--- config.mk ---
export PLATFORM = sky130hd
export DESIGN_NAME = mc_ctrl_flat
export DESIGN_NICKNAME = d
export VERILOG_FILES = /design/src/rtl/mc_ctrl_if.sv /design/src/rtl/mc_ctrl.sv /design/src/flat_wrapper.sv
export SDC_FILE = /design/constraint.sdc
export NUM_CORES = 1
export LEC_CHECK = 0
export CORE_MARGIN = 4
export CORE_UTILIZATION = 45
export DETAILED_ROUTE_END_ITERATION = 12
export DONT_BUFFER_PORTS = 1
export PLACE_DENSITY_LB_ADDON = 0.05
export SYNTH_ARGS = -nofsm -noshare
export SYNTH_HDL_FRONTEND = slang
export SYNTH_SLANG_ARGS = --single-unit
--- constraint.sdc ---
create_clock -name clk -period 6.3 [get_ports clk]
set_clock_uncertainty 0.05 [all_clocks]
set_input_delay 1.26 -clock clk [delete_from_list [all_inputs] [get_ports clk]]
set_output_delay 1.26 -clock clk [all_outputs]
set_load 0.05 [all_outputs]
--- src/rtl/mc_ctrl_if.sv ---
`default_nettype none
// +----------------------------------------------------------------------+
// | Module  : mc_ctrl_if                                                 |
// | Purpose : Bundles the multi-cycle controller's IR, ALU flag, memory  |
// |           handshake, datapath strobes/selects and status outputs.    |
// | Ports   : master = controller side (drives strobes/status),          |
// |           slave  = datapath side (drives Op/Funct/Zero/mem_ready).   |
// | Revision: 1.0 - initial release                                      |
// +----------------------------------------------------------------------+
interface mc_ctrl_if #(
  parameter int CNT_W = 32
);
  logic [5:0]       Op;
  logic [5:0]       Funct;
  logic             Zero;
  logic             mem_ready;
  logic             PCWrite;
  logic             IRWrite;
  logic             RegWrite;
  logic             MemRead;
  logic             MemWrite;
  logic [1:0]       EXTOp;
  logic [3:0]       ALUOp;
  logic [1:0]       ALUSrc;
  logic [1:0]       GPRSel;
  logic [1:0]       WDSel;
  logic [1:0]       NPCOp;
  logic [2:0]       state;
  logic             instr_done;
  logic [CNT_W-1:0] retired;
  logic             illegal;
  logic             bus_err;

  modport master (
    input  Op, Funct, Zero, mem_ready,
    output PCWrite, IRWrite, RegWrite, MemRead, MemWrite,
           EXTOp, ALUOp, ALUSrc, GPRSel, WDSel, NPCOp,
           state, instr_done, retired, illegal, bus_err
  );

  modport slave (
    output Op, Funct, Zero, mem_ready,
    input  PCWrite, IRWrite, RegWrite, MemRead, MemWrite,
           EXTOp, ALUOp, ALUSrc, GPRSel, WDSel, NPCOp,
           state, instr_done, retired, illegal, bus_err
  );
endinterface
`default_nettype wire

--- src/rtl/mc_ctrl.sv ---
`default_nettype none
// +----------------------------------------------------------------------+
// | Module  : mc_ctrl                                                    |
// | Purpose : Multi-cycle FETCH/DECODE/EXEC/MEM/WB controller for the    |
// |           MIPS-subset CPU with memory-ready handshake, wait timeout, |
// |           illegal-opcode trap and retired-instruction counter.       |
// | Ports   : clk  - rising-edge clock                                   |
// |           rstn - asynchronous active-low reset                       |
// |           bus  - mc_ctrl_if.master (IR fields, Zero, mem_ready in;   |
// |                  strobes, selects, state and status out)             |
// | Revision: 1.0 - initial release                                      |
// +----------------------------------------------------------------------+
module mc_ctrl #(
  parameter int CNT_W        = 32,
  parameter int MEM_TIMEOUT  = 15,
  parameter int ILLEGAL_HALT = 1
) (
  input  wire logic  clk,
  input  wire logic  rstn,
  mc_ctrl_if.master  bus
);

  typedef enum logic [2:0] {
    S_FETCH  = 3'b000,
    S_DECODE = 3'b001,
    S_EXEC   = 3'b010,
    S_MEM    = 3'b011,
    S_WB     = 3'b100,
    S_HALT   = 3'b101
  } state_t;

  localparam logic [3:0] c_ALU_NOP  = 4'b0000;
  localparam logic [3:0] c_ALU_ADD  = 4'b0001;
  localparam logic [3:0] c_ALU_SUB  = 4'b0010;
  localparam logic [3:0] c_ALU_AND  = 4'b0011;
  localparam logic [3:0] c_ALU_OR   = 4'b0100;
  localparam logic [3:0] c_ALU_SLT  = 4'b0101;
  localparam logic [3:0] c_ALU_SLTU = 4'b0110;
  localparam logic [3:0] c_ALU_NOR  = 4'b0111;
  localparam logic [3:0] c_ALU_SLL  = 4'b1000;
  localparam logic [3:0] c_ALU_SRL  = 4'b1001;

  // Counter only needs to reach MEM_TIMEOUT-1; the timeout fires on the
  // MEM_TIMEOUT-th consecutive wait cycle.
  localparam int                  c_WAIT_W    = $clog2(MEM_TIMEOUT + 2);
  localparam logic [c_WAIT_W-1:0] c_WAIT_LAST =
    c_WAIT_W'((MEM_TIMEOUT > 0) ? MEM_TIMEOUT - 1 : 0);

  state_t             r_state, w_next;
  logic [c_WAIT_W-1:0] r_wait_cnt, w_wait_next;
  logic [CNT_W-1:0]   r_retired;
  logic               r_illegal, r_bus_err;

  // Instruction decode
  logic       w_legal, w_imm_alu, w_lw, w_sw, w_beq, w_bne;
  logic       w_jr, w_jalr, w_j, w_jal;
  logic [3:0] w_alu_op;
  logic [1:0] w_alu_src, w_ext_op;

  // Raw FSM outputs (gated by reset below)
  logic       w_pc_write, w_ir_write, w_reg_write, w_mem_read, w_mem_write;
  logic       w_done, w_set_illegal, w_set_bus_err;
  logic [1:0] w_ext_sel, w_src_sel, w_gpr_sel, w_wd_sel, w_npc_sel;
  logic [3:0] w_alu_sel;
  logic       w_timeout;

  always_comb begin
    w_legal   = 1'b1;
    w_imm_alu = 1'b0;
    w_lw      = 1'b0;
    w_sw      = 1'b0;
    w_beq     = 1'b0;
    w_bne     = 1'b0;
    w_jr      = 1'b0;
    w_jalr    = 1'b0;
    w_j       = 1'b0;
    w_jal     = 1'b0;
    w_alu_op  = c_ALU_NOP;
    w_alu_src = 2'b00;
    w_ext_op  = 2'b00;
    case (bus.Op)
      6'b000000: begin
        case (bus.Funct)
          6'b100000, 6'b100001: w_alu_op = c_ALU_ADD;
          6'b100010, 6'b100011: w_alu_op = c_ALU_SUB;
          6'b100100: w_alu_op = c_ALU_AND;
          6'b100101: w_alu_op = c_ALU_OR;
          6'b100111: w_alu_op = c_ALU_NOR;
          6'b101010: w_alu_op = c_ALU_SLT;
          6'b101011: w_alu_op = c_ALU_SLTU;
          6'b000000: begin w_alu_op = c_ALU_SLL; w_alu_src = 2'b01; end
          6'b000010: begin w_alu_op = c_ALU_SRL; w_alu_src = 2'b01; end
          6'b000100: w_alu_op = c_ALU_SLL;
          6'b000110: w_alu_op = c_ALU_SRL;
          6'b001000: w_jr   = 1'b1;
          6'b001001: w_jalr = 1'b1;
          default:   w_legal = 1'b0;
        endcase
      end
      6'b001000: begin w_imm_alu = 1'b1; w_alu_op = c_ALU_ADD; w_alu_src = 2'b10; w_ext_op = 2'b01; end
      6'b001100: begin w_imm_alu = 1'b1; w_alu_op = c_ALU_AND; w_alu_src = 2'b10; end
      6'b001101: begin w_imm_alu = 1'b1; w_alu_op = c_ALU_OR;  w_alu_src = 2'b10; end
      6'b001010: begin w_imm_alu = 1'b1; w_alu_op = c_ALU_SLT; w_alu_src = 2'b10; w_ext_op = 2'b01; end
      6'b001111: begin w_imm_alu = 1'b1; w_alu_op = c_ALU_ADD; w_alu_src = 2'b10; w_ext_op = 2'b10; end
      6'b100011: begin w_lw = 1'b1; w_alu_op = c_ALU_ADD; w_alu_src = 2'b10; w_ext_op = 2'b01; end
      6'b101011: begin w_sw = 1'b1; w_alu_op = c_ALU_ADD; w_alu_src = 2'b10; w_ext_op = 2'b01; end
      6'b000100: begin w_beq = 1'b1; w_alu_op = c_ALU_SUB; end
      6'b000101: begin w_bne = 1'b1; w_alu_op = c_ALU_SUB; end
      6'b000010: w_j   = 1'b1;
      6'b000011: w_jal = 1'b1;
      default:   w_legal = 1'b0;
    endcase
  end

  assign w_timeout = (MEM_TIMEOUT > 0) && (r_wait_cnt == c_WAIT_LAST);

  always_comb begin
    w_next        = r_state;
    w_wait_next   = '0;
    w_pc_write    = 1'b0;
    w_ir_write    = 1'b0;
    w_reg_write   = 1'b0;
    w_mem_read    = 1'b0;
    w_mem_write   = 1'b0;
    w_done        = 1'b0;
    w_set_illegal = 1'b0;
    w_set_bus_err = 1'b0;
    w_ext_sel     = 2'b00;
    w_src_sel     = 2'b00;
    w_alu_sel     = c_ALU_NOP;
    w_gpr_sel     = 2'b00;
    w_wd_sel      = 2'b00;
    w_npc_sel     = 2'b00;
    case (r_state)
      S_FETCH: begin
        w_mem_read = 1'b1;
        if (bus.mem_ready) begin
          w_ir_write = 1'b1;
          w_pc_write = 1'b1;
          w_next     = S_DECODE;
        end else if (w_timeout) begin
          w_set_bus_err = 1'b1;
          w_next        = S_HALT;
        end else begin
          w_wait_next = r_wait_cnt + 1'b1;
        end
      end
      S_DECODE: begin
        if (w_j || w_jal) begin
          w_pc_write = 1'b1;
          w_npc_sel  = 2'b10;
          w_done     = 1'b1;
          w_next     = S_FETCH;
          if (w_jal) begin
            w_reg_write = 1'b1;
            w_gpr_sel   = 2'b10;
            w_wd_sel    = 2'b10;
          end
        end else if (!w_legal) begin
          w_set_illegal = 1'b1;
          if (ILLEGAL_HALT != 0) begin
            w_next = S_HALT;
          end else begin
            w_done = 1'b1;
            w_next = S_FETCH;
          end
        end else begin
          w_next = S_EXEC;
        end
      end
      S_EXEC: begin
        w_alu_sel = w_alu_op;
        w_src_sel = w_alu_src;
        w_ext_sel = w_ext_op;
        if (w_beq || w_bne) begin
          w_pc_write = (w_beq && bus.Zero) || (w_bne && !bus.Zero);
          w_npc_sel  = 2'b01;
          w_done     = 1'b1;
          w_next     = S_FETCH;
        end else if (w_jr || w_jalr) begin
          w_pc_write = 1'b1;
          w_npc_sel  = 2'b11;
          w_done     = 1'b1;
          w_next     = S_FETCH;
          if (w_jalr) begin
            w_reg_write = 1'b1;
            w_wd_sel    = 2'b10;
          end
        end else if (w_lw || w_sw) begin
          w_next = S_MEM;
        end else begin
          w_next = S_WB;
        end
      end
      S_MEM: begin
        w_alu_sel   = w_alu_op;
        w_src_sel   = w_alu_src;
        w_ext_sel   = w_ext_op;
        w_mem_read  = w_lw;
        w_mem_write = w_sw;
        if (bus.mem_ready) begin
          if (w_lw) begin
            w_next = S_WB;
          end else begin
            w_done = 1'b1;
            w_next = S_FETCH;
          end
        end else if (w_timeout) begin
          w_set_bus_err = 1'b1;
          w_next        = S_HALT;
        end else begin
          w_wait_next = r_wait_cnt + 1'b1;
        end
      end
      S_WB: begin
        w_alu_sel   = w_alu_op;
        w_src_sel   = w_alu_src;
        w_ext_sel   = w_ext_op;
        w_reg_write = 1'b1;
        w_done      = 1'b1;
        w_gpr_sel   = (w_lw || w_imm_alu) ? 2'b01 : 2'b00;
        w_wd_sel    = w_lw ? 2'b01 : 2'b00;
        w_next      = S_FETCH;
      end
      S_HALT: w_next = S_HALT;
      default: w_next = S_FETCH;
    endcase
  end

  always_ff @(posedge clk or negedge rstn) begin
    if (!rstn) begin
      r_state    <= S_FETCH;
      r_wait_cnt <= '0;
      r_retired  <= '0;
      r_illegal  <= 1'b0;
      r_bus_err  <= 1'b0;
    end else begin
      r_state    <= w_next;
      r_wait_cnt <= w_wait_next;
      if (w_done)        r_retired <= r_retired + 1'b1;
      if (w_set_illegal) r_illegal <= 1'b1;
      if (w_set_bus_err) r_bus_err <= 1'b1;
    end
  end

  // The state register resets to FETCH, whose decode asserts MemRead; gate
  // every output with rstn so nothing is driven while reset is held.
  assign bus.PCWrite    = rstn & w_pc_write;
  assign bus.IRWrite    = rstn & w_ir_write;
  assign bus.RegWrite   = rstn & w_reg_write;
  assign bus.MemRead    = rstn & w_mem_read;
  assign bus.MemWrite   = rstn & w_mem_write;
  assign bus.instr_done = rstn & w_done;
  assign bus.EXTOp      = rstn ? w_ext_sel : 2'b00;
  assign bus.ALUOp      = rstn ? w_alu_sel : 4'b0000;
  assign bus.ALUSrc     = rstn ? w_src_sel : 2'b00;
  assign bus.GPRSel     = rstn ? w_gpr_sel : 2'b00;
  assign bus.WDSel      = rstn ? w_wd_sel  : 2'b00;
  assign bus.NPCOp      = rstn ? w_npc_sel : 2'b00;
  assign bus.state      = r_state;
  assign bus.retired    = r_retired;
  assign bus.illegal    = r_illegal;
  assign bus.bus_err    = r_bus_err;

endmodule
`default_nettype wire
--- src/flat_wrapper.sv ---
// flat-port wrapper written by rule: the top's interface ports become plain ports
module mc_ctrl_flat 
#(
  parameter int CNT_W        = 32,
  parameter int MEM_TIMEOUT  = 15,
  parameter int ILLEGAL_HALT = 1
)
  (clk, rstn, bus_Op, bus_Funct, bus_Zero, bus_mem_ready, bus_PCWrite, bus_IRWrite, bus_RegWrite, bus_MemRead, bus_MemWrite, bus_EXTOp, bus_ALUOp, bus_ALUSrc, bus_GPRSel, bus_WDSel, bus_NPCOp, bus_state, bus_instr_done, bus_retired, bus_illegal, bus_bus_err);
  mc_ctrl_if #(.CNT_W(CNT_W)) bus_i ();
  input  wire logic clk;
  input  wire logic rstn;
  input wire logic [$bits(bus_i.Op)-1:0] bus_Op;
  input wire logic [$bits(bus_i.Funct)-1:0] bus_Funct;
  input wire logic [$bits(bus_i.Zero)-1:0] bus_Zero;
  input wire logic [$bits(bus_i.mem_ready)-1:0] bus_mem_ready;
  output wire logic [$bits(bus_i.PCWrite)-1:0] bus_PCWrite;
  output wire logic [$bits(bus_i.IRWrite)-1:0] bus_IRWrite;
  output wire logic [$bits(bus_i.RegWrite)-1:0] bus_RegWrite;
  output wire logic [$bits(bus_i.MemRead)-1:0] bus_MemRead;
  output wire logic [$bits(bus_i.MemWrite)-1:0] bus_MemWrite;
  output wire logic [$bits(bus_i.EXTOp)-1:0] bus_EXTOp;
  output wire logic [$bits(bus_i.ALUOp)-1:0] bus_ALUOp;
  output wire logic [$bits(bus_i.ALUSrc)-1:0] bus_ALUSrc;
  output wire logic [$bits(bus_i.GPRSel)-1:0] bus_GPRSel;
  output wire logic [$bits(bus_i.WDSel)-1:0] bus_WDSel;
  output wire logic [$bits(bus_i.NPCOp)-1:0] bus_NPCOp;
  output wire logic [$bits(bus_i.state)-1:0] bus_state;
  output wire logic [$bits(bus_i.instr_done)-1:0] bus_instr_done;
  output wire logic [$bits(bus_i.retired)-1:0] bus_retired;
  output wire logic [$bits(bus_i.illegal)-1:0] bus_illegal;
  output wire logic [$bits(bus_i.bus_err)-1:0] bus_bus_err;
  assign bus_i.Op = bus_Op;
  assign bus_i.Funct = bus_Funct;
  assign bus_i.Zero = bus_Zero;
  assign bus_i.mem_ready = bus_mem_ready;
  assign bus_PCWrite = bus_i.PCWrite;
  assign bus_IRWrite = bus_i.IRWrite;
  assign bus_RegWrite = bus_i.RegWrite;
  assign bus_MemRead = bus_i.MemRead;
  assign bus_MemWrite = bus_i.MemWrite;
  assign bus_EXTOp = bus_i.EXTOp;
  assign bus_ALUOp = bus_i.ALUOp;
  assign bus_ALUSrc = bus_i.ALUSrc;
  assign bus_GPRSel = bus_i.GPRSel;
  assign bus_WDSel = bus_i.WDSel;
  assign bus_NPCOp = bus_i.NPCOp;
  assign bus_state = bus_i.state;
  assign bus_instr_done = bus_i.instr_done;
  assign bus_retired = bus_i.retired;
  assign bus_illegal = bus_i.illegal;
  assign bus_bus_err = bus_i.bus_err;
  mc_ctrl #(.CNT_W(CNT_W), .MEM_TIMEOUT(MEM_TIMEOUT), .ILLEGAL_HALT(ILLEGAL_HALT)) u_core (.clk(clk), .rstn(rstn), .bus(bus_i));
endmodule
# == Yosys cells after proc, flatten, opt, wreduce, memory -nomap -nowiden ==
# Cells that the tools add are included.
# totals
regBits,42
in_bits,16
out_inout_bits,57
wordCells,147
# op_classes
addsub,2
eq_ne,31
muxes,77
bitwise_logic,6
reduce_logical,26
# op_table
cell,count
"6-bit == test, second input constant",11
"6-bit by 4-bit == test with 1-bit output, second input constant",7
4-bit case mux with 9 select lines,1
1-bit two-way mux,35
"32-bit by 1-bit adder with 32-bit output, second input constant",1
2-bit two-way mux,15
3-bit two-way mux,9
"6-bit by 3-bit == test with 1-bit output, second input constant",4
4-bit case mux with 6 select lines,1
"6-bit by 2-bit == test with 1-bit output, second input constant",3
2-bit case mux with 2 select lines,4
5-bit two-way mux,3
3-bit case mux with 5 select lines,1
15-bit OR reduction,1
2-bit OR reduction,7
6-bit zero test,2
11-bit OR reduction,1
4-bit two-way mux,2
4-bit OR reduction,2
7-bit OR reduction,1
1-bit AND,6
"3-bit by 2-bit == test with 1-bit output, second input constant",2
"3-bit == test, second input constant",2
1-bit logical OR,6
other kinds (12),15

# == Longest topological paths before layout ==
# depth
depth_word,8
ltp_mapped,8
mapped_depth_nobuf,8

# == Worst setup path before layout ==
# No wires, ideal clock.
# synth_timing
path_type,in2out
start,input port bus_Op[2]
end,output port bus_RegWrite
arrival_time_ns,3.438
required_ns,4.990
slack_ns,1.552
cell_stages,5
path_cell_list,buf_6 or4b_4 nor4b_4 a32oi_1 o21ai_0
# synth_between
elab_chain_len,7
elab_cells_between_ends,21
classes_between,eq/ne: 4; mux: 12; bitwise: 1; reduce/logical: 4
# synth_rtl
element,line,text
"start, declared",flat_wrapper.sv:12,input wire logic [$bits(bus_i.Op)-1:0] bus_Op;
6-bit zero test,mc_ctrl.sv:81,case (bus.Op)
1-bit two-way mux,mc_ctrl.sv:81,
1-bit two-way mux or 1-bit logical OR (tied branches),"mc_ctrl.sv:185, mc_ctrl.sv:180",
1-bit two-way mux,mc_ctrl.sv:180,end else if (w_jr || w_jalr) begin
1-bit two-way mux,mc_ctrl.sv:175,if (w_beq || w_bne) begin
1-bit case mux with 3 select lines (*),mc_ctrl.sv:134,case (r_state)
1-bit AND (*),mc_ctrl.sv:250,assign bus.RegWrite = rstn & w_reg_write;
"end, declared",flat_wrapper.sv:18,output wire logic [$bits(bus_i.RegWrite)-1:0] bus_RegWrite;
# Mark *: on every way between the ends. The rest lies on a longest branch, timed or not.

# == Worst setup path in the final report ==
# layout_timing
start,input port bus_Op[2]
end,output port bus_instr_done
# layout_between
elab_chain_len,7
elab_cells_between_ends,23
classes_between,eq/ne: 5; mux: 13; bitwise: 1; reduce/logical: 4
# layout_rtl
element,line,text
6-bit zero test,mc_ctrl.sv:81,
1-bit two-way mux,mc_ctrl.sv:81,
1-bit logical OR,mc_ctrl.sv:180,
1-bit two-way mux,mc_ctrl.sv:180,
1-bit two-way mux,mc_ctrl.sv:175,
1-bit case mux with 4 select lines (*),mc_ctrl.sv:134,
1-bit AND (*),mc_ctrl.sv:253,assign bus.instr_done = rstn & w_done;
"end, declared",flat_wrapper.sv:28,output wire logic [$bits(bus_i.instr_done)-1:0] bus_instr_done;
# Marks and branches as above.

==> impl_metrics.env <==
export IMPL_maxCapViolCount=0
export IMPL_die_width_um=85.9
export IMPL_postRouteAntennaNets=0
export IMPL_area_overhead_of_the_layout_relative_to_synthesis_pct=5.40
export IMPL_synth_ff_latch_count=42
export IMPL_setup_total_negative_slack_ns=0
export IMPL_synth_area_top_cells="sky130_fd_sc_hd__dfrtp_1 (38%), sky130_fd_sc_hd__xor2_1 (7.4%), sky130_fd_sc_hd__nand3_1 (5.1%)"
export IMPL_antenna_diode_count=0
export IMPL_critPathCaptureType="output port"
export IMPL_synth_cell_area_mm2=0.00273
export IMPL_switching_power_mw=0.396
export IMPL_slew_viol_final=0
export IMPL_power_switching_fraction_pct=46.8
export IMPL_max_slew_margin_rel_pct=31.8
export IMPL_edff_count_synth=0
export IMPL_period_minus_slack_ns=4.56
export IMPL_antenna_violations_before_repair=0
export IMPL_first_pass_grt_wire_length_um=11200
export IMPL_layout_nets=332
export IMPL_share_comb_of_total_power_pct=27.7
export IMPL_post_placement_worst_setup_slack_ns=1.75
export IMPL_ctsLongestPathBuffers=2
export IMPL_setup_viol_count_final=0
export IMPL_drive_gt1_share_pct=8.28
export IMPL_max_freq_mhz=219
export IMPL_synth_ff_type="sky130_fd_sc_hd__dfrtp_1"
export IMPL_synthesis_instances=320
export IMPL_synthDominantAreaCellType="sky130_fd_sc_hd__dfrtp_1"
export IMPL_clk_root_buffer_cell="sky130_fd_sc_hd__clkbuf_8"
export IMPL_initial_drt_markers=153
export IMPL_netlist_cell_type_count=50
export IMPL_first_pass_iters=4
export IMPL_ir_worst_vdd_mv=0.190
export IMPL_hpwl_detailed_um=4880
export IMPL_globalRouteOverflowTotal=0
export IMPL_seqPwrFrac_pct=51.7
export IMPL_core_rowCount=28
export IMPL_first_global_vias=2264
export IMPL_postCtsHoldBufs=0
export IMPL_timing_worst_slew_pin_value_ns=1.02
export IMPL_fraction_of_synthesized_cell_area_taken_by_the_top_area_cell_type_pct=38.5
export IMPL_intPower_mw=0.451
export IMPL_chipHeight_um=85.9
export IMPL_clk_pin_slew_ns=0.09
export IMPL_finalWeightedCongestion=0.928
export IMPL_timing_critical_path_from="bus_Op[2]"
export IMPL_whs_ns=0.442
export IMPL_power_per_cell_area_mw_per_mm2=294
export IMPL_die_area_mm2=0.00738
export IMPL_critical_path_class="in -> out"
export IMPL_port_buffers=0
export IMPL_asyncSetResetFlopFracSynth_pct=100
export IMPL_cts_buffers=5
export IMPL_post_cts_repair_setup_buffers=0
export IMPL_grt_start_max_net_pins=51
export IMPL_synthesized_netlist_net_count=339
export IMPL_post_drt_wl_per_cell_um=17.2
export IMPL_coreArea_mm2=0.00592
export IMPL_per_cell_via_count_in_the_routed_design=5.88
export IMPL_drc_errors=0
export IMPL_timing_critical_path_required_ns=4.99
export IMPL_outcome="finished clean"
export IMPL_wirelength_um=6680
export IMPL_initial_utilization_pct=46.2
export IMPL_cp_arrival_ns=3.25
export IMPL_clock_sinks=42
export IMPL_min_period_over_period_pct=72.4
export IMPL_hold_path_startpoint="u_core.r_wait_cnt[0]"
export IMPL_crit_path_start_kind="primary input"
export IMPL_number_of_h_tree_levels=2
export IMPL_routed_via_count=2286
export IMPL_clock_latency_ns=0.29
export IMPL_grt_setup_unrepaired="false"
export IMPL_synth_seq_area_share_pct=38.5
export IMPL_synth_warnings=0
export IMPL_critical_path_reg2reg_startpoint="u_core.bus.state[0]"
export IMPL_share_clk_of_total_power_pct=20.6
export IMPL_holdCritPathClass="reg -> reg"
export IMPL_synth_area_per_cell_um2=8.54
export IMPL_path_max_fanout=18
export IMPL_cts_resized=0
export IMPL_leakage_nw=1.25
export IMPL_number_of_failing_hold_endpoints_at_the_final_stage=0
export IMPL_setup_ws_ns=1.74
export IMPL_ioPinCount=73
export IMPL_grt_use_total_pct=18.5
export IMPL_clock_tree_from_tritoncts="done"
cell usage after synthesis, drive strengths merged (2+ instances only):
library cell and instances:
nand4b 3, nor4b 6, a31oi 3, o21ai 14, or2 4, nor2b 5
xor2 23, buf 8, nand4 4, xnor2 13, a211oi 4, a21oi 7
a22oi 2, ha 3, nor3 15, nor2 33, a2bb2oi 2, dfrtp 42
a21o 3, nand2 29, clkbuf 11, a311oi 2, and2 6, or3 3
a32oi 3, nand2b 2, inv 9, and3 8, nand3 28, nor4 9
nor3b 2
registers in the layout, summed over array words and instances (netlist names):
name and flops:
u_core.bus.state 3, u_core.bus.bus_err 1, u_core.r_wait_cnt 5, u_core.bus.illegal 1, u_core.bus.retired 32
final timing paths:
check                      slack, ns                     to  cells after the start
setup / recovery                1.74         bus_instr_done                      5
hold / removal                  0.44   u_core.r_wait_cnt[0]                      1
setup reg to reg                3.51  u_core.bus.retired[7]                      7
hold reg to reg                 0.44   u_core.r_wait_cnt[0]                      1
max in group asynchronous       5.51    u_core.bus.state[2]                      0
min in group asynchronous       0.60  u_core.bus.retired[5]                      0
power groups by stage:
stage,registers [mW],logic (mW),clock network [mW]
final,0.437,0.235,0.175
after global routing,0.446,0.259,0.190
after CTS,0.438,0.235,0.184
after detailed placement,0.443,0.234,0
after global placement,0.443,0.234,0
after floorplan,0.409,0.230,0
layout make-up:
class                           count  area (um2)
Sequential cell                    42        1050
Clock buffer                        5        68.8
Clock inverter                      3        21.3
Tap cell                           75        93.8
Timing Repair Buffer                5        37.5
Inverter                            9        33.8
Multi-Input combinational cell    250        1570
Fill cell                         589        3040
placed cells by master, fill, tap and decap left out, types with 2 or more instances in the layout:
master / n
sky130_fd_sc_hd__a22oi_1: 2
sky130_fd_sc_hd__nand4b_1: 3
sky130_fd_sc_hd__a21o_1: 2
sky130_fd_sc_hd__a31oi_1: 3
sky130_fd_sc_hd__nor2_1: 33
sky130_fd_sc_hd__nor3_1: 15
sky130_fd_sc_hd__dfrtp_1: 42
sky130_fd_sc_hd__nand2_1: 29
sky130_fd_sc_hd__clkbuf_8: 5
sky130_fd_sc_hd__a21oi_1: 7
sky130_fd_sc_hd__nor4b_1: 4
sky130_fd_sc_hd__and3_1: 8
sky130_fd_sc_hd__inv_1: 9
sky130_fd_sc_hd__and2_1: 6
sky130_fd_sc_hd__nand4_1: 4
sky130_fd_sc_hd__xnor2_1: 13
sky130_fd_sc_hd__o21ai_0: 13
sky130_fd_sc_hd__nor4_1: 8
sky130_fd_sc_hd__or2_2: 4
sky130_fd_sc_hd__a211oi_1: 3
sky130_fd_sc_hd__a32oi_1: 3
sky130_fd_sc_hd__nor3b_1: 2
sky130_fd_sc_hd__ha_1: 3
sky130_fd_sc_hd__nand2b_1: 2
sky130_fd_sc_hd__nor2b_1: 5
sky130_fd_sc_hd__or3_1: 3
sky130_fd_sc_hd__nand3_1: 28
sky130_fd_sc_hd__a2bb2oi_1: 2
sky130_fd_sc_hd__xor2_1: 23
sky130_fd_sc_hd__buf_4: 5
through the flow:
stage | utilization [%] | area [um2] | power [mW] | instances
after global placement | 47.1 | 2790 | 0.677 | 381
after floorplan | - | 2730 | 0.639 | 320
after CTS | 48.6 | 2880 | 0.857 | 389
after detailed placement | 47.1 | 2790 | 0.678 | 381
after global routing | 48.6 | 2880 | 0.896 | 389
final | 48.6 | 2880 | 0.847 | 389
cell families (layout without fill, tap and decap cells):
family                   Yosys count  in the layout  share of synthesized area, %
buffers and inverters             28             22                          4.58
adder cells (fa/ha/maj)            4              4                          1.74
XOR/XNOR                          36             36                          11.5
AO/OA/AOI/OAI                     48             48                          12.0
multiplexers                       1              1                         0.412
AND/OR/NAND/NOR                  161            161                          31.2
flip-flops                        42             42                          38.5
routing by layer:
| layer | GRT usage, % | share of wire [%] |
|---|---|---|
| met3 | 5.86 | 8.5 |
| met5 | 0 | 0 |
| met2 | 28.9 | 46 |
| met1 | 24.6 | 44 |
| met4 | 5.61 | 1.6 |
worst max-delay path: stages:
cell,delay (ns)
sky130_fd_sc_hd__or4b_4,0.55
sky130_fd_sc_hd__nor4b_4,0.35
sky130_fd_sc_hd__a21o_2,0.16
sky130_fd_sc_hd__a311o_1,0.41
sky130_fd_sc_hd__and2_1,0.52
(Power assumes the default switching activity.)
